--- src/rtl/decimal_parser_pkg.sv ---
`default_nettype none
// +----------------------------------------------------------------------+
// | decimal_parser_pkg: character constants, FSM states, byte classes.   |
// | Rev 1.0                                                              |
// +----------------------------------------------------------------------+
package decimal_parser_pkg;

  localparam logic [7:0] CH_LF    = 8'h0A;
  localparam logic [7:0] CH_CR    = 8'h0D;
  localparam logic [7:0] CH_SP    = 8'h20;
  localparam logic [7:0] CH_COMMA = 8'h2C;
  localparam logic [7:0] CH_0     = 8'h30;
  localparam logic [7:0] CH_9     = 8'h39;

  typedef enum logic [1:0] {
    ST_IDLE = 2'd0,
    ST_NUM  = 2'd1,
    ST_SKIP = 2'd2,
    ST_DONE = 2'd3
  } parser_state_t;

  typedef enum logic [1:0] {
    CC_DIGIT   = 2'd0,
    CC_SEP     = 2'd1,
    CC_CR      = 2'd2,
    CC_ILLEGAL = 2'd3
  } char_class_t;

  function automatic char_class_t classify(input logic [7:0] b);
    char_class_t c;
    if (b >= CH_0 && b <= CH_9)
      c = CC_DIGIT;
    else if (b == CH_LF || b == CH_SP || b == CH_COMMA)
      c = CC_SEP;
    else if (b == CH_CR)
      c = CC_CR;
    else
      c = CC_ILLEGAL;
    return c;
  endfunction

endpackage
`default_nettype wire

--- src/rtl/digit_accumulator.sv ---
`default_nettype none
// +----------------------------------------------------------------------+
// | digit_accumulator: acc*10 + digit, saturating at all-ones.           |
// | Rev 1.0                                                              |
// +----------------------------------------------------------------------+
module digit_accumulator #(
  parameter int WIDTH = 32
) (
  input  logic [WIDTH-1:0] acc_i,
  input  logic [3:0]       digit_i,
  output logic [WIDTH-1:0] sum_o,
  output logic             overflow_o
);

  logic [WIDTH+3:0] w_acc_ext;
  logic [WIDTH+3:0] w_wide;

  // Four extra bits hold any acc*10+9 without wrapping, so the top nibble
  // being nonzero is exactly the out-of-range condition.
  assign w_acc_ext  = {4'b0000, acc_i};
  assign w_wide     = (w_acc_ext << 3) + (w_acc_ext << 1) + {{WIDTH{1'b0}}, digit_i};
  assign overflow_o = |w_wide[WIDTH+3:WIDTH];
  assign sum_o      = overflow_o ? {WIDTH{1'b1}} : w_wide[WIDTH-1:0];

endmodule
`default_nettype wire

--- src/rtl/decimal_parser.sv ---
`default_nettype none
// +----------------------------------------------------------------------+
// | decimal_parser: ASCII byte stream to strobed unsigned decimal values.|
// | Rev 1.0                                                              |
// +----------------------------------------------------------------------+
module decimal_parser
  import decimal_parser_pkg::*;
#(
  parameter int WIDTH = 32
) (
  input  logic             clk,
  input  logic             reset,
  input  logic             in_valid,
  input  logic [7:0]       in_data,
  input  logic             in_last,
  output logic             out_valid,
  output logic [WIDTH-1:0] out_value,
  output logic [WIDTH-1:0] count,
  output logic             done,
  output logic             error,
  output logic             overflow
);

  parser_state_t    state_q, state_d;
  logic [WIDTH-1:0] acc_q, acc_d;
  logic             out_valid_q;
  logic [WIDTH-1:0] out_value_q;
  logic [WIDTH-1:0] count_q;
  logic             done_q;
  logic             error_q;
  logic             overflow_q;

  logic             emit;
  logic [WIDTH-1:0] emit_val;
  logic             err_set;
  logic             ovf_set;
  char_class_t      w_class;
  logic [3:0]       w_digit;
  logic [WIDTH-1:0] w_sum;
  logic             w_sum_ovf;

  assign w_class = classify(in_data);
  assign w_digit = in_data[3:0];

  digit_accumulator #(.WIDTH(WIDTH)) u_acc (
    .acc_i      (acc_q),
    .digit_i    (w_digit),
    .sum_o      (w_sum),
    .overflow_o (w_sum_ovf)
  );

  always_comb begin
    state_d  = state_q;
    acc_d    = acc_q;
    emit     = 1'b0;
    emit_val = acc_q;
    err_set  = 1'b0;
    ovf_set  = 1'b0;

    if (in_valid && state_q != ST_DONE) begin
      case (state_q)
        ST_IDLE: begin
          if (w_class == CC_DIGIT) begin
            acc_d   = {{(WIDTH-4){1'b0}}, w_digit};
            state_d = ST_NUM;
          end else if (w_class == CC_ILLEGAL) begin
            err_set = 1'b1;
            state_d = ST_SKIP;
          end
        end
        ST_NUM: begin
          if (w_class == CC_DIGIT) begin
            acc_d   = w_sum;
            ovf_set = w_sum_ovf;
          end else if (w_class == CC_SEP) begin
            emit     = 1'b1;
            emit_val = acc_q;
            acc_d    = '0;
            state_d  = ST_IDLE;
          end else if (w_class == CC_ILLEGAL) begin
            err_set = 1'b1;
            acc_d   = '0;
            state_d = ST_SKIP;
          end
        end
        ST_SKIP: begin
          if (in_data == CH_LF)
            state_d = ST_IDLE;
        end
        default: ;
      endcase

      // The final byte is processed first; a number still open is flushed.
      if (in_last) begin
        if (state_d == ST_NUM) begin
          emit     = 1'b1;
          emit_val = acc_d;
          acc_d    = '0;
        end
        state_d = ST_DONE;
      end
    end
  end

  always_ff @(posedge clk) begin
    if (reset) begin
      state_q     <= ST_IDLE;
      acc_q       <= '0;
      out_valid_q <= 1'b0;
      out_value_q <= '0;
      count_q     <= '0;
      done_q      <= 1'b0;
      error_q     <= 1'b0;
      overflow_q  <= 1'b0;
    end else begin
      state_q     <= state_d;
      acc_q       <= acc_d;
      out_valid_q <= emit;
      done_q      <= (state_d == ST_DONE);
      if (emit) begin
        out_value_q <= emit_val;
        count_q     <= count_q + WIDTH'(1);
      end
      if (err_set)
        error_q <= 1'b1;
      if (ovf_set)
        overflow_q <= 1'b1;
    end
  end

  assign out_valid = out_valid_q;
  assign out_value = out_value_q;
  assign count     = count_q;
  assign done      = done_q;
  assign error     = error_q;
  assign overflow  = overflow_q;

endmodule
`default_nettype wire

--- config.mk ---
export PLATFORM = sky130hd
export DESIGN_NAME = decimal_parser
export DESIGN_NICKNAME = d
export VERILOG_FILES = /design/src/rtl/decimal_parser_pkg.sv /design/src/rtl/digit_accumulator.sv /design/src/rtl/decimal_parser.sv
export SDC_FILE = /design/constraint.sdc
export NUM_CORES = 1
export LEC_CHECK = 0
export CAP_MARGIN = 20
export CORE_ASPECT_RATIO = 0.6
export CORE_MARGIN = 2
export CORE_UTILIZATION = 55
export CTS_BUF_LIST = sky130_fd_sc_hd__clkbuf_8
export CTS_CLUSTER_DIAMETER = 40
export DETAILED_ROUTE_END_ITERATION = 10
export HOLD_SLACK_MARGIN = 0.12
export PLACE_DENSITY = 0.77
export SLEW_MARGIN = 20
export SYNTH_ARGS = -nofsm -noshare
export SYNTH_HDL_FRONTEND = slang
export SYNTH_HIERARCHICAL = 1
export SYNTH_SLANG_ARGS = --single-unit
--- constraint.sdc ---
create_clock -name clk -period 7.2 [get_ports clk]
set_input_delay 2.16 -clock clk [delete_from_list [all_inputs] [get_ports clk]]
set_output_delay 2.16 -clock clk [all_outputs]
set_load 0.005 [all_outputs]
Word level (Yosys, flattened, before mapping)
Cells that the tools add are included.

Register bits: 102. Input port bits: 12. Output and inout port bits: 68. Logic and storage cells: 69.

Add/subtract/negate cells: 3. $lt $le $gt $ge: 2. Equality and inequality tests: 11. Muxes and demuxes: 38. Reduce and logical (&&, ||, !) cells: 7.

Operator list (number): 32-bit 2-to-1 mux (10); 32-bit one-hot mux with 2 select lines (1); 35-bit by 33-bit adder with 36-bit output (1); 36-bit by 4-bit adder with 36-bit output (1); 32-bit by 1-bit adder with 32-bit output (second input constant) (1); 2-bit 2-to-1 mux (10); 8-bit by 4-bit == test with 1-bit output (second input constant) (2); 8-bit by 6-bit == test with 1-bit output (second input constant) (2); 1-bit 2-to-1 mux (15); 8-bit by 6-bit >= comparator with 1-bit output (second input constant) (1); 8-bit by 6-bit less-or-equal comparator with 1-bit output (second input constant) (1); 2-bit by 1-bit == test with 1-bit output (second input constant) (3); 2-bit == test (second input constant) (3); 2-bit one-hot mux with 3 select lines (1); 2-bit zero test (2); 4-bit OR reduction (1); 1-bit logical AND (2); 1-bit logical OR (2); 2-bit != test (second input constant) (1); 1-bit one-hot mux with 2 select lines (1).

Logic depth before layout (Yosys ltp)
Gate-level depths: netlist (run 1).

Depth in word-level cells: 15. Depth in mapped cells: 18.

Cells and area by module
Netlist (run 1), hierarchy kept.

Modules (own cells, without submodules): decimal_parser (times used 1, cells each 505, area an instance 4555.6 um2); digit_accumulator (times used 1, cells each 295, area an instance 2187.1 um2).

Worst setup path before layout (run 1)
Ideal clock, no wire load.

Path kind: input port to flip-flop. Start point: input in_data[3]. End point: register out_value_q[3] (netlist: out_value[3]). Library setup time: 137 ps. Data arrival time: 5150 ps. Slack: 1913 ps. Stages on the path: 18. Cell sequence: inv_1 -> fa_1 -> inv_1 -> ha_1 -> a211oi_1 -> o21ai_1 -> o21ai_2 -> a21oi_2 -> o211ai_1 -> a21oi_1 -> or4_4 -> a21boi_4 -> buf_6 -> nand2_1 -> nand2_1 -> o21ai_0 -> a22oi_1 -> o22ai_1.

Elaborated cells on any way between the ends: 40. Classes of those cells: add/sub: 1; order compare: 2; eq/ne: 7; mux: 25; reduce/logical: 5.

RTL lines: start: declaration (RTL line decimal_parser.sv:14) `input logic [7:0] in_data,`; 36-bit by 4-bit adder with 36-bit output * (RTL line digit_accumulator.sv:21) `assign w_wide = (w_acc_ext << 3) + (w_acc_ext << 1) + {{WIDTH{1'b0}}, digit_i};`; 4-bit OR reduction (RTL line digit_accumulator.sv:22) `assign overflow_o = |w_wide[WIDTH+3:WIDTH];`; 32-bit 2-to-1 mux * (RTL line digit_accumulator.sv:23) `assign sum_o = overflow_o ? {WIDTH{1'b1}} : w_wide[WIDTH-1:0];`; named net w_sum[3] (RTL line decimal_parser.sv:39) `logic [WIDTH-1:0] w_sum;`; 32-bit 2-to-1 mux * (RTL line decimal_parser.sv:72) `if (w_class == CC_DIGIT) begin`; 32-bit one-hot mux with 2 select lines * (RTL line decimal_parser.sv:61) `case (state_q)`; 32-bit 2-to-1 mux * (RTL line decimal_parser.sv:95) `if (state_d == ST_NUM) begin`; 32-bit 2-to-1 mux * (RTL line decimal_parser.sv:94) `if (in_last) begin`; 32-bit 2-to-1 mux * (RTL line decimal_parser.sv:60) `if (in_valid && state_q != ST_DONE) begin`; end signal: assignment (RTL line decimal_parser.sv:121) `out_value_q <= emit_val;`; end: declaration (RTL line decimal_parser.sv:27) `logic [WIDTH-1:0] out_value_q;`.

Mark *: on every way through the listed nets, which the timed path passes. The rest lies on a longest branch. The select of a mux whose other input is x is not followed. A chain may end at the register's enable or synchronous reset.

Worst setup path in the final report (run 1)
Start point: input in_data[3]. End point: register out_value_q[21] (netlist: out_value[21]).

Same word-level chain as after synthesis.

==> flow_summary.json, run 1 <==
{
  "yosysSeqAreaShare_pct": 30.3,
  "coreArea_mm2": 0.0120,
  "fill_cells": 1001,
  "drt-total-wl_um": 17600,
  "grt_pass1_wl_um": 30000,
  "rsz0062_at_grt": "no",
  "ys_types": 67,
  "arrival_ps": 6550,
  "placed_cell_area_mm2": 0.00759,
  "port_buffers": 79,
  "placementRows": 31,
  "die_width_um": 147,
  "dieArea_mm2": 0.0132,
  "grt_overflow": 0,
  "max-slew-margin-rel_pct": 24.1,
  "critPathLaunchType": "input pin",
  "setup_tns_ps": 0,
  "ioPinCount": 80,
  "cts_buffer_depth": 2,
  "dr_total_vias": 6394,
  "place.gp.congestion": 0.901,
  "nNetsFinal": 929,
  "worst_clock_skew_ps": 11.4,
  "syn_to_final_growth_pct": 15.6,
  "crit_path_end": "out_value[21]",
  "crit_cells": 17,
  "finalNonFillerCells": 1021,
  "maxCapViolations": 0,
  "hold_viol_final": 0,
  "synth_ff_type": "dfxtp_1",
  "worstMarginPinSlew_ps": 1140,
  "reg2reg_slack_ps": 2840,
  "first_pass_iters": 5,
  "end_kind": "flip-flop",
  "worst-path-buf-inv": 4,
  "reg2reg_depth": 16,
  "start_util_pct": 56.1,
  "dp_hpwl_um": 12300,
  "root_buffer": "clkbuf_8",
  "worstPathMaxFanout": 23,
  "ant_nets": 0,
  "grt_pass1_vias": 5883,
  "h-tree-depth": 3,
  "setup_viol": 0,
  "track_usage_pct": 27.3,
  "hold_buffers": 0,
  "cts_tree": "built",
  "grt_max_degree": 62,
  "viasPerCell": 6.26,
  "clkSinkCount": 102,
  "async_flop_share_pct": 0,
  "synth_edf_count": 0,
  "peakVddDrop_uv": 100,
  "antenna_cells": 0,
  "place_inst": 1005,
  "synth_area_per_cell_um2": 8.43,
  "syn_nets": 878,
  "post_drt_wl_per_cell_um": 17.3,
  "period_share_pct": 87.9,
  "clkTransAtPathRegs_ps": 100,
  "fin_crit_ps": 6330,
  "cp_slowest_cell": "clkdlybuf4s50_1",
  "p_total_mw": 1.00,
  "r2r_start": "acc_q[2]",
  "cp-startpoint": "in_data[3]",
  "route.detailed.drc": 0,
  "slew_viol_final": 0,
  "finalInstanceArea_mm2": 0.00780,
  "die_h_um": 89.8,
  "holdWs_ps": 497,
  "ys_warn_count": 6,
  "crit_required_ps": 7420,
  "antenna_found_initial": 0,
  "cp_common_cell": "inv_1",
  "powerDensity_mw_per_mm2": 129,
  "cpPeakStageDelay_ps": 650,
  "max_clock_freq_mhz": 158,
  "crit_family": "compound AO/OA/AOI/OAI gates",
  "multi_input_area_mm2": 0.00442,
  "postCtsSetupBuffers": 0,
  "timing.rr.end": "out_value[21]",
  "cts_buffers": 9,
  "leakage_nw": 3.10,
  "synth_area_mm2": 0.00674,
  "seqCellArea_mm2": 0.00204,
  "netlist_instances": 800,
  "path_class": "in -> reg",
  "path_cells": "clkdlybuf4s50_1 > inv_1 > fa_1 > inv_1 > ha_1 > a211oi_1 > o21ai_1 > o21ai_2 > a21oi_2 > o211ai_1 > a21oi_1 > or4_4 > a21boi_4 > buf_4 > nand2_1 > a22oi_1 > o22ai_1",
  "outcome": "completed",
  "drt_iter0_markers": 660,
  "hold_class": "reg -> reg",
  "cts_resized": 0,
  "ys_ff_latch": 102,
  "clock_latency_ps": 370,
  "drive_gt1_share_pct": 5.26
}
==> where the power goes <==
| part | total [mW] | internal, mW | switching, mW |
|---|---|---|---|
| Sequential | 0.568 | 0.566 | 0.00270 |
| Clock | 0.381 | 0.166 | 0.216 |
| Combinational | 0.0550 | 0.0187 | 0.0363 |
==> area by class of cell <==
class | instances | area share [%]
clock buffers | 9 | 1.59
clock inverters | 7 | 1.03
inverters | 21 | 1.01
multi-input cells | 631 | 56.7
flip-flops and latches | 102 | 26.2
well taps | 165 | 2.65
repair buffers | 86 | 10.8
==> layout by cell type (no fill, tap or decap), types with 19 or more instances in the layout <==
cell type / netlist / routed
inv_1: 21 / 21
nand4_1: 20 / 20
a21o_1: 19 / 19
mux2i_1: 33 / 33
o22ai_1: 34 / 34
nor2_1: 21 / 21
ha_1: 64 / 64
a22oi_1: 31 / 31
a21oi_1: 64 / 63
dfxtp_1: 102 / 102
nand2_1: 101 / 101
o21ai_0: 41 / 41
clkdlybuf4s50_1: 0 / 79
==> Yosys cell counts (all sizes together) (2+ instances only) <==
cell type | count | area, um^2
or3 | 12 | 75.1
fa | 2 | 40.0
inv | 21 | 78.8
nand2b | 10 | 62.6
and4b | 2 | 20.0
o221ai | 2 | 17.5
dfxtp | 102 | 2040
a2111oi | 2 | 17.5
nor4b | 2 | 17.5
and2 | 6 | 37.5
o21bai | 4 | 30.0
ha | 64 | 801
or4 | 17 | 131
xnor2 | 14 | 123
a21o | 19 | 143
o21a | 3 | 22.5
nand3 | 12 | 60.1
o21ai | 55 | 279
nor4 | 8 | 71.3
clkbuf | 31 | 116
xor2 | 16 | 140
a221oi | 2 | 17.5
a211oi | 6 | 55.1
mux2i | 33 | 330
mux2 | 5 | 56.3
a31oi | 4 | 25.0
nand4 | 21 | 138
o211ai | 5 | 37.5
nor2 | 22 | 85.1
o31ai | 16 | 120
nor3 | 3 | 15.0
and3 | 6 | 38.8
a22oi | 31 | 233
o22ai | 34 | 213
o2111ai | 2 | 17.5
a41oi | 2 | 17.5
a21oi | 66 | 338
nand2 | 101 | 379
buf | 15 | 109
nor2b | 8 | 50.1
a21boi | 3 | 33.8
==> metal layers <==
layer / share of wire [%] / up-vias / GRT usage [%]
li1: - / 3100 / -
met1: 51 / 3060 / 42.1
met2: 41 / 222 / 38.9
met3: 7.2 / 12 / 5.33
met4: 0.93 / 0 / 6.09
met5: 0 / - / 0
==> stage by stage <==
| step | worst slack [ps] | util, % |
|---|---|---|
| after floorplan | 1910 | - |
| after global placement | 703 | 63.1 |
| after detailed placement | 561 | 63.1 |
| after CTS | 945 | 64.8 |
| after global routing | 591 | 64.8 |
| final | 875 | 64.8 |
==> sequential cells by signal (all words and copies together), names as in the netlist <==
| register | flops |
|---|---|
| acc_q | 32 |
| count | 32 |
| out_value | 32 |
| state_q | 2 |
| done | 1 |
| error | 1 |
| out_valid | 1 |
| overflow | 1 |
==> worst reg2reg max path: stages, from the launching register on <==
cell      delay, ps
dfxtp_1         450
inv_1            90
fa_1            580
inv_1            60
ha_1            310
a211oi_1        220
o21ai_1         220
o21ai_2         250
a21oi_2         100
o211ai_1        200
a21oi_1         160
or4_4           450
a21boi_4        320
buf_4           340
nand2_1         110
a22oi_1         210
o22ai_1         120
==> cell families after synthesis <==
family	after synthesis	synth area share [%]
xor+xnor	30	3.90
flops	102	30.3
buf+inv	67	4.51
compound gates	262	24.9
fa+ha+maj	66	12.5
simple gates	235	18.2
mux	38	5.73
==> worst min-delay path by stage <==
stage	startpoint	end	slack, ps	cells past startpoint
floorplan	error	error	460	2
global placement	error	error	460	2
detailed placement	overflow	overflow	480	2
CTS	count[31]	count[31]	500	2
global route	count[31]	count[31]	510	2
finish	count[29]	count[29]	500	2
Power figures use the tool's default switching activity.
==> run 2: changes to the inputs <==
--- a/config.mk
+++ b/config.mk
@@ -5,6 +5,7 @@
 export SDC_FILE = /design/constraint.sdc
 export NUM_CORES = 1
 export LEC_CHECK = 0
+export ABC_CLOCK_PERIOD_IN_PS = 7200
 export CAP_MARGIN = 20
 export CORE_ASPECT_RATIO = 0.6
 export CORE_MARGIN = 2
==> constraint.sdc (replaced) <==
create_clock -name clk -period 7.2 [get_ports clk]
set_input_delay 2.16 -clock clk [delete_from_list [all_inputs] [get_ports clk]]
set_output_delay 2.16 -clock clk [all_outputs]
set_load 0.1 [all_outputs]
==> results of run 2 <==
Same layout as run 1 (identical final DEF). Status: completed.
Among the figures that moved: total power 1.00 mW -> 1.01 mW
==> run 3: changes to the inputs <==
--- a/config.mk
+++ b/config.mk
@@ -11,7 +11,7 @@
 export CORE_MARGIN = 2
 export CORE_UTILIZATION = 55
 export CTS_BUF_LIST = sky130_fd_sc_hd__clkbuf_8
-export CTS_CLUSTER_DIAMETER = 40
+export CTS_CLUSTER_DIAMETER = 120
 export DETAILED_ROUTE_END_ITERATION = 10
 export HOLD_SLACK_MARGIN = 0.12
 export PLACE_DENSITY = 0.77
==> results of run 3 <==
Same layout as run 1 (identical final DEF). Status: completed.
Among the figures that moved: total power 1.00 mW -> 1.01 mW
